===== src/rtl/mem_stage_access_unit.sv =====
// Memory-stage access controller: drives the 16-bit data memory port for scalar and
// 128-bit vector loads/stores, splitting vector accesses into one 16-bit beat per cycle.
//
// state    | meaning
// ---------|---------------------------------------------------------------
// S_IDLE   | sample requests; scalar store, or first beat of other ops
// S_SLOAD  | scalar read data arriving; capture and complete
// S_VSTORE | writing vector lanes 1..LANES-1 from the latched data
// S_VLOAD  | reading lanes 1..LANES-1, capturing the previous lane
// S_VDRAIN | capture last lane and publish the full vector
module mem_stage_access_unit #(
  parameter int ADDR_WIDTH = 16,
  parameter int DATA_WIDTH = 16,
  parameter int LANES      = 8
) (
  input  logic                        clk,
  input  logic                        reset,
  input  logic                        store_scalar,
  input  logic                        store_vector,
  input  logic                        load_scalar,
  input  logic                        load_vector,
  input  logic [ADDR_WIDTH-1:0]       addr_in,
  input  logic [DATA_WIDTH-1:0]       store_data_in,
  input  logic [LANES*DATA_WIDTH-1:0] vector_store_data_in,
  output logic [ADDR_WIDTH-1:0]       dmem_addr,
  output logic [DATA_WIDTH-1:0]       dmem_wdata,
  output logic                        dmem_we,
  output logic                        dmem_re,
  input  logic [DATA_WIDTH-1:0]       dmem_rdata,
  output logic                        stall,
  output logic                        done,
  output logic [DATA_WIDTH-1:0]       load_data_out,
  output logic [LANES*DATA_WIDTH-1:0] vector_load_data_out
);

  localparam int VEC_W  = LANES * DATA_WIDTH;
  localparam int SHD_W  = VEC_W - DATA_WIDTH;
  localparam int BEAT_W = (LANES > 1) ? $clog2(LANES) : 1;
  localparam logic [BEAT_W-1:0] LAST_BEAT = BEAT_W'(LANES - 1);

  typedef enum logic [2:0] {
    S_IDLE   = 3'd0,
    S_SLOAD  = 3'd1,
    S_VSTORE = 3'd2,
    S_VLOAD  = 3'd3,
    S_VDRAIN = 3'd4
  } state_t;

  state_t                  r_state, w_state_nxt;
  logic [BEAT_W-1:0]       r_beat, w_beat_nxt, w_prev_beat;
  logic [ADDR_WIDTH-1:0]   r_base, w_lane_addr;
  logic [VEC_W-1:0]        r_vdata, r_vload_data;
  // The last lane never lands in the shadow; it goes straight to the output on drain.
  logic [SHD_W-1:0]        r_shadow;
  logic [DATA_WIDTH-1:0]   r_load_data, w_lane_wdata;
  logic                    w_latch_base, w_latch_vdata;
  logic                    w_cap_scalar, w_cap_lane, w_cap_final;
  logic                    w_we, w_re, w_stall, w_done;
  logic [ADDR_WIDTH-1:0]   w_addr;
  logic [DATA_WIDTH-1:0]   w_wdata;

  assign w_lane_addr  = r_base + ADDR_WIDTH'(r_beat);
  assign w_lane_wdata = r_vdata[int'(r_beat)*DATA_WIDTH +: DATA_WIDTH];
  assign w_prev_beat  = r_beat - BEAT_W'(1);

  always_comb begin
    w_state_nxt   = r_state;
    w_beat_nxt    = r_beat;
    w_we          = 1'b0;
    w_re          = 1'b0;
    w_addr        = '0;
    w_wdata       = '0;
    w_stall       = 1'b0;
    w_done        = 1'b0;
    w_latch_base  = 1'b0;
    w_latch_vdata = 1'b0;
    w_cap_scalar  = 1'b0;
    w_cap_lane    = 1'b0;
    w_cap_final   = 1'b0;

    case (r_state)
      S_IDLE: begin
        if (store_vector) begin
          w_we          = 1'b1;
          w_addr        = addr_in;
          w_wdata       = vector_store_data_in[DATA_WIDTH-1:0];
          w_stall       = 1'b1;
          w_latch_base  = 1'b1;
          w_latch_vdata = 1'b1;
          w_beat_nxt    = BEAT_W'(1);
          w_state_nxt   = S_VSTORE;
        end else if (load_vector) begin
          w_re         = 1'b1;
          w_addr       = addr_in;
          w_stall      = 1'b1;
          w_latch_base = 1'b1;
          w_beat_nxt   = BEAT_W'(1);
          w_state_nxt  = S_VLOAD;
        end else if (store_scalar) begin
          w_we    = 1'b1;
          w_addr  = addr_in;
          w_wdata = store_data_in;
        end else if (load_scalar) begin
          w_re        = 1'b1;
          w_addr      = addr_in;
          w_stall     = 1'b1;
          w_state_nxt = S_SLOAD;
        end
      end
      S_SLOAD: begin
        w_cap_scalar = 1'b1;
        w_done       = 1'b1;
        w_state_nxt  = S_IDLE;
      end
      S_VSTORE: begin
        w_we    = 1'b1;
        w_addr  = w_lane_addr;
        w_wdata = w_lane_wdata;
        if (r_beat == LAST_BEAT) begin
          w_done      = 1'b1;
          w_beat_nxt  = '0;
          w_state_nxt = S_IDLE;
        end else begin
          w_stall    = 1'b1;
          w_beat_nxt = r_beat + BEAT_W'(1);
        end
      end
      S_VLOAD: begin
        w_re       = 1'b1;
        w_addr     = w_lane_addr;
        w_stall    = 1'b1;
        w_cap_lane = 1'b1;
        if (r_beat == LAST_BEAT) begin
          w_beat_nxt  = '0;
          w_state_nxt = S_VDRAIN;
        end else begin
          w_beat_nxt = r_beat + BEAT_W'(1);
        end
      end
      S_VDRAIN: begin
        w_cap_final = 1'b1;
        w_done      = 1'b1;
        w_state_nxt = S_IDLE;
      end
      default: begin
        w_state_nxt = S_IDLE;
        w_beat_nxt  = '0;
      end
    endcase

    // Reset must silence the memory port in the same cycle, not one edge later.
    if (reset) begin
      w_we    = 1'b0;
      w_re    = 1'b0;
      w_addr  = '0;
      w_wdata = '0;
      w_stall = 1'b0;
      w_done  = 1'b0;
    end
  end

  always_ff @(posedge clk) begin
    if (reset) begin
      r_state      <= S_IDLE;
      r_beat       <= '0;
      r_base       <= '0;
      r_vdata      <= '0;
      r_shadow     <= '0;
      r_load_data  <= '0;
      r_vload_data <= '0;
    end else begin
      r_state <= w_state_nxt;
      r_beat  <= w_beat_nxt;
      if (w_latch_base)  r_base  <= addr_in;
      if (w_latch_vdata) r_vdata <= vector_store_data_in;
      if (w_cap_scalar)  r_load_data <= dmem_rdata;
      if (w_cap_lane)    r_shadow[int'(w_prev_beat)*DATA_WIDTH +: DATA_WIDTH] <= dmem_rdata;
      if (w_cap_final)   r_vload_data <= {dmem_rdata, r_shadow};
    end
  end

  assign dmem_we              = w_we;
  assign dmem_re              = w_re;
  assign dmem_addr            = w_addr;
  assign dmem_wdata           = w_wdata;
  assign stall                = w_stall;
  assign done                 = w_done;
  assign load_data_out        = r_load_data;
  assign vector_load_data_out = r_vload_data;

endmodule


===== config.mk =====
export PLATFORM = sky130hd
export DESIGN_NAME = mem_stage_access_unit
export DESIGN_NICKNAME = d
export VERILOG_FILES = /design/src/rtl/mem_stage_access_unit.sv
export SDC_FILE = /design/constraint.sdc
export NUM_CORES = 1
export LEC_CHECK = 0
export CAP_MARGIN = 20
export CORE_MARGIN = 1.5
export CORE_UTILIZATION = 30
export CTS_CLUSTER_SIZE = 24
export DETAILED_ROUTE_END_ITERATION = 12
export PLACE_DENSITY = 0.61
export SYNTH_ARGS = -nofsm -noshare
export SYNTH_HDL_FRONTEND = slang
export SYNTH_SLANG_ARGS = --single-unit
export TNS_END_PERCENT = 5

===== constraint.sdc =====
create_clock -name clk -period 5.3 [get_ports clk]
set_input_delay 0.795 -clock clk [delete_from_list [all_inputs] [get_ports clk]]
set_output_delay 0.795 -clock clk [all_outputs]
set_load 0.03 [all_outputs]

==> flow_summary.json, run 1 <==
{
  "multiInputGateArea_um2": 7350,
  "grt_pass1_wl_um": 84200,
  "n_antenna_cell": 0,
  "fillCellCount": 5402,
  "vias": 14900,
  "synth_warnings": 0,
  "async_flop_share": 0,
  "drt_iter0_markers": 994,
  "r2r_slack_ps": 1430,
  "row_count": 85,
  "grt_max_degree": 108,
  "drv_slew": 0,
  "die_h_um": 236,
  "synthCells": 2015,
  "worst_slew_pin_slew_ps": 1030,
  "holdWs_ps": 450,
  "powerDensity_nw_per_um2": 334,
  "finalWorstSetupSlack_ps": 811,
  "yosysUniqueCellTypes": 60,
  "cts_setup_buffers": 0,
  "dieArea_um2": 55600,
  "cts-root-buf": "clkbuf_16",
  "fin_nets": 2462,
  "wl_um": 54800,
  "cts_buffers": 45,
  "syn2layout_area_growth_pct": 33.7,
  "postCtsHoldBufs": 0,
  "hold_end": "vector_load_data_out[83]$_SDFFE_PP0N_",
  "critPathCaptureType": "output pin",
  "worstPathMaxFanout": 13,
  "drt_pre_antenna_iters": 6,
  "drive_gt1_frac": 0.0725,
  "worst_ep_arrival_time_ps": 3690,
  "hpwl_um": 38700,
  "via_per_inst": 4.98,
  "routedWlPerCell_um": 18.3,
  "status": "completed",
  "rr_worst_depth": 9,
  "netlist_top_cells_area": "dfxtp_1, nand2_1, a21oi_1, mux4_2, clkbuf_1",
  "antenna_found_initial": 4,
  "pre_cts_ws_ps": 874,
  "cts.sinks": 406,
  "fin_crit_ps": 4490,
  "yosys.area.top_type": "dfxtp_1",
  "skew_ps": 12.9,
  "clockBufferDepth": 3,
  "grt_pass1_vias": 14400,
  "p_leak_nw": 7.38,
  "initial_core_util": 0.303,
  "r2r_end": "r_shadow[84]$_SDFFE_PP0P_",
  "fin_util": 0.405,
  "slew-limit-headroom": 0.309,
  "synth-seq-cells": 406,
  "netlist_area_um2": 16300,
  "hold_viol_final": 0,
  "core_area_um2": 53700,
  "dominantRegCellSynth": "dfxtp_1",
  "rsz0062_at_grt": "no",
  "synth-edff-count": 0,
  "ff_latch_area_um2": 8130,
  "avgSynthCellArea_um2": 8.07,
  "dpl_cell_area_um2": 20200,
  "final_cell_count_no_fill": 2999,
  "total_power_mw": 7.27,
  "ioPinCount": 362,
  "yosysSeqAreaShare": 0.500,
  "min_from": "r_shadow[83]$_SDFFE_PP0P_",
  "path_class": "flop to output pin",
  "fin_tns_setup_ps": 0,
  "drv_cap": 0,
  "grt_overflow_total": 0,
  "worstReg2RegStart": "r_beat[0]$_SDFFE_PP0P_",
  "ant_nets": 0,
  "min_period_over_period": 0.847,
  "synth.most_common_cell": "nand2_1",
  "htreeDepth": 2,
  "hp-class": "flop to flop",
  "grt_usage": 0.192,
  "vdd_drop_max_mv": 0.204,
  "syn-num-nets": 2208,
  "synthTopCellsByCount": "nand2_1, dfxtp_1, a21oi_1",
  "die_w_um": 236,
  "hold-path-cell-count": 2,
  "clkLatencyLatePin_ps": 570,
  "dp.cells": 2917,
  "globalplace.congestion": 0.909,
  "drcViolationCount": 0,
  "start_kind": "flop",
  "portBuffers": 361,
  "cts_tree": "built",
  "fmax_ghz": 0.223,
  "synth_top_area_share": 0.500,
  "worstPathRequired_ps": 4510,
  "clk_pin_slew_ps": 60,
  "finalSetupViolCount": 0,
  "fin_area_um2": 21800,
  "ctsResizeCount": 0
}
==> sequential cells by signal (all words and copies together) (netlist names) <==
name,count
r_vdata,128
vector_load_data_out,128
r_shadow,112
load_data_out,16
r_base,16
r_beat,3
r_state,3
==> critical path: stages (launching register included) <==
cell             delay (ps)
dfxtp_1                 430
buf_4                   300
inv_1                   110
fa_1                    460
nor2b_1                 460
o21ai_0                 180
or4_1                   410
nand3_1                  90
clkdlybuf4s50_1         680
==> cell usage in the layout (no fill, tap or decap), types with 22 or more instances in the layout <==
cell type	synthesis	final
mux4_2	32	32
nand2_1	713	711
clkbuf_16	0	46
dfxtp_1	406	404
clkdlybuf4s50_1	0	360
o21ai_0	73	73
a21oi_1	328	328
nand3_1	83	83
nor2_1	27	27
buf_4	11	22
==> worst max path at each step <==
| stage | from | end | slack [ps] | depth (start not counted) |
|---|---|---|---|---|
| floorplan | r_beat[1]$_SDFFE_PP0P_ | dmem_addr[10] | 1840 | 7 |
| detailed placement | reset | dmem_wdata[0] | 870 | 6 |
| finish | r_beat[1]$_SDFFE_PP0P_ | dmem_addr[12] | 810 | 8 |
| global placement | reset | dmem_wdata[0] | 960 | 6 |
| global route | r_beat[1]$_SDFFE_PP0P_ | dmem_addr[12] | 630 | 8 |
| CTS | r_beat[1]$_SDFFE_PP0P_ | dmem_addr[12] | 740 | 8 |
==> final cells by class <==
| type | count | share of cell area |
|---|---|---|
| clock buffers | 61 | 0.0606 |
| clock inverters | 20 | 0.0120 |
| inverters | 9 | 0.00167 |
| multi-input cells | 1423 | 0.338 |
| flip-flops and latches | 406 | 0.374 |
| well taps | 696 | 0.0400 |
| repair buffers | 384 | 0.174 |
==> per-layer routing <==
metal  share of wire  vias to the layer above  global-route usage
met5          0.0010                        -                   0
met4           0.031                        8              0.0753
met1            0.42                     7060               0.238
met3           0.072                       97              0.0413
li1                -                     7271                   -
met2            0.48                      492               0.325
==> logic make-up (layout without fill, tap and decap cells) <==
kind of cell             count (synthesis)  in the layout  synth area share
adder cells (fa/ha/maj)                 11             11           0.00892
AO/OA/AOI/OAI                          481            481             0.161
XOR/XNOR                                11             11           0.00707
multiplexers                            48             48            0.0541
AND/OR/NAND/NOR                        872            872             0.220
buffers and inverters                  186            474            0.0502
flip-flops                             406            406             0.500
==> power breakdown <==
| group | switching (mW) | internal, mW | leakage (nW) |
|---|---|---|---|
| Combinational | 0.472 | 0.326 | 3.30 |
| Sequential | 0.0586 | 3.14 | 3.29 |
| Clock | 1.29 | 1.99 | 0.782 |
No activity file was read; power rests on OpenSTA's default activity.
==> run 2, diff against run 1 <==
Settings changed: PLACE_DENSITY 0.61 to 0.63.
Clock period 5.3 ns to 3.99 ns, I/O delays scaled along.
==> run 2 against run 1 <==
  * Register-to-register slack got worse by 640 ps
  * Global-route usage grew 0.092 points
  * Cell count grew 0.33%
  * Die area did not move
  * Critical path type unchanged
  * Largest power group unchanged
==> flow_summary.json, run 2 (synthesis results as in run 1) <==
{
  "drv_slew": 0,
  "skew_ps": 30.3,
  "final_cell_count_no_fill": 3009,
  "clock_power_share": 0.451,
  "clkLatencyLatePin_ps": 590,
  "vias": 14900,
  "worst_slew_pin_slew_ps": 1060,
  "cts-root-buf": "clkbuf_16",
  "cts_buffers": 45,
  "die_w_um": 236,
  "ff_latch_area_um2": 8130,
  "p_sw_frac": 0.249,
  "fin_crit_ps": 3790,
  "hp-class": "input pin to flop",
  "grt_usage": 0.193,
  "portBuffers": 361,
  "multiInputGateArea_um2": 7350,
  "finalSetupViolCount": 0,
  "critPathCaptureType": "output pin",
  "path_class": "flop to output pin",
  "fmax_ghz": 0.264,
  "fin_util": 0.407,
  "htreeDepth": 2,
  "fin_tns_setup_ps": 0,
  "power_switching_mw": 2.42,
  "globalplace.congestion": 0.898,
  "clockBufferDepth": 3,
  "ioPinCount": 362,
  "dp.cells": 2928,
  "worst_ep_arrival_time_ps": 3190,
  "rsz0062_at_grt": "no",
  "cts.sinks": 406,
  "routedWlPerCell_um": 18.4,
  "cts_setup_buffers": 0,
  "grt_pass1_wl_um": 83800,
  "wl_um": 55300,
  "drv_cap": 0,
  "dieArea_um2": 55600,
  "min_period_over_period": 0.951,
  "start_kind": "flop",
  "grt_max_degree": 220,
  "slew-limit-headroom": 0.292,
  "final_cell_mix": "nand2_1, dfxtp_1, clkdlybuf4s50_1, a21oi_1, nand3_1",
  "fillCellCount": 5336,
  "cts_tree": "built",
  "via_per_inst": 4.96,
  "initial_core_util": 0.303,
  "p_comb_frac": 0.111,
  "worstPathRequired_ps": 3390,
  "row_count": 85,
  "p_leak_nw": 7.48,
  "powerDensity_nw_per_um2": 444,
  "clk_pin_slew_ps": 60,
  "drcViolationCount": 0,
  "status": "completed",
  "worstPathMaxFanout": 32,
  "final_common_cell": "nand2_1",
  "hpwl_um": 39000,
  "p_seq_frac": 0.438,
  "grt_pass1_vias": 14500,
  "drt_iter0_markers": 1005,
  "ant_nets": 0,
  "fin_nets": 2472,
  "drt_pre_antenna_iters": 5,
  "grt_overflow_total": 0,
  "antenna_found_initial": 5,
  "vdd_drop_max_mv": 0.311,
  "internal_power_mw": 7.28,
  "syn2layout_area_growth_pct": 34.4,
  "die_h_um": 236,
  "core_area_um2": 53700,
  "hold_viol_final": 0,
  "drive_gt1_frac": 0.0814
}
[run 2: final cells by class]
| class | count | share of cell area |
|---|---|---|
| Timing Repair Buffer | 394 | 0.179 |
| Clock buffer | 61 | 0.0574 |
| Clock inverter | 18 | 0.0143 |
| Inverter | 9 | 0.00166 |
| Tap cell | 696 | 0.0398 |
| Sequential cell | 406 | 0.372 |
| Multi-Input combinational cell | 1423 | 0.336 |
| Antenna cell | 2 | 0.000229 |
[run 2: layer usage]
layer  GRT usage  wire length [um]
met1       0.236             22900
met2       0.334             26800
met3      0.0421              4010
met4      0.0671              1590
met5           0                 0
[run 2: worst max-delay path, cell delays in order, from the launching register on]
cell and delay (ps):
dfxtp_1 600, nor3_2 470, and2_4 460, a22oi_1 150, o22ai_1 190, clkdlybuf4s50_1 720
[run 2: through the flow]
stage | cell area (um^2) | hold WS (ps) | setup slack [ps] | total power, mW
floorplan | 16300 | 432 | 729 | 4.92
global placement | 20300 | 438 | 492 | 5.40
detailed placement | 20300 | 443 | 420 | 5.41
CTS | 21900 | 244 | 149 | 9.79
global route | 21900 | 259 | 9.96 | 10.0
finish | 21900 | 269 | 197 | 9.70
[run 2: repair_timing]
item	in CTS	in global routing
resized for setup	0	1
hold buffers	0	0
endpoints found under the setup margin	0	1
[run 2: power by group through the flow]
stage               registers, mW  logic, mW  clock network (mW)
floorplan                    4.31      0.604                   0
global placement             4.33       1.07                   0
detailed placement           4.33       1.08                   0
CTS                          4.25       1.08                4.46
global route                 4.26       1.16                4.63
finish                       4.25       1.08                4.38
[run 2: worst paths after layout]
kind	start	to	slack, ps	cells past startpoint
max	r_state[1]$_SDFFE_PP0P_	dmem_wdata[5]	200	5
min	reset	r_state[0]$_SDFFE_PP0P_	270	2
max reg2reg	r_beat[1]$_SDFFE_PP0P_	r_shadow[86]$_SDFFE_PP0P_	790	8
min reg2reg	r_shadow[4]$_SDFFE_PP0P_	vector_load_data_out[4]$_SDFFE_PP0N_	450	2
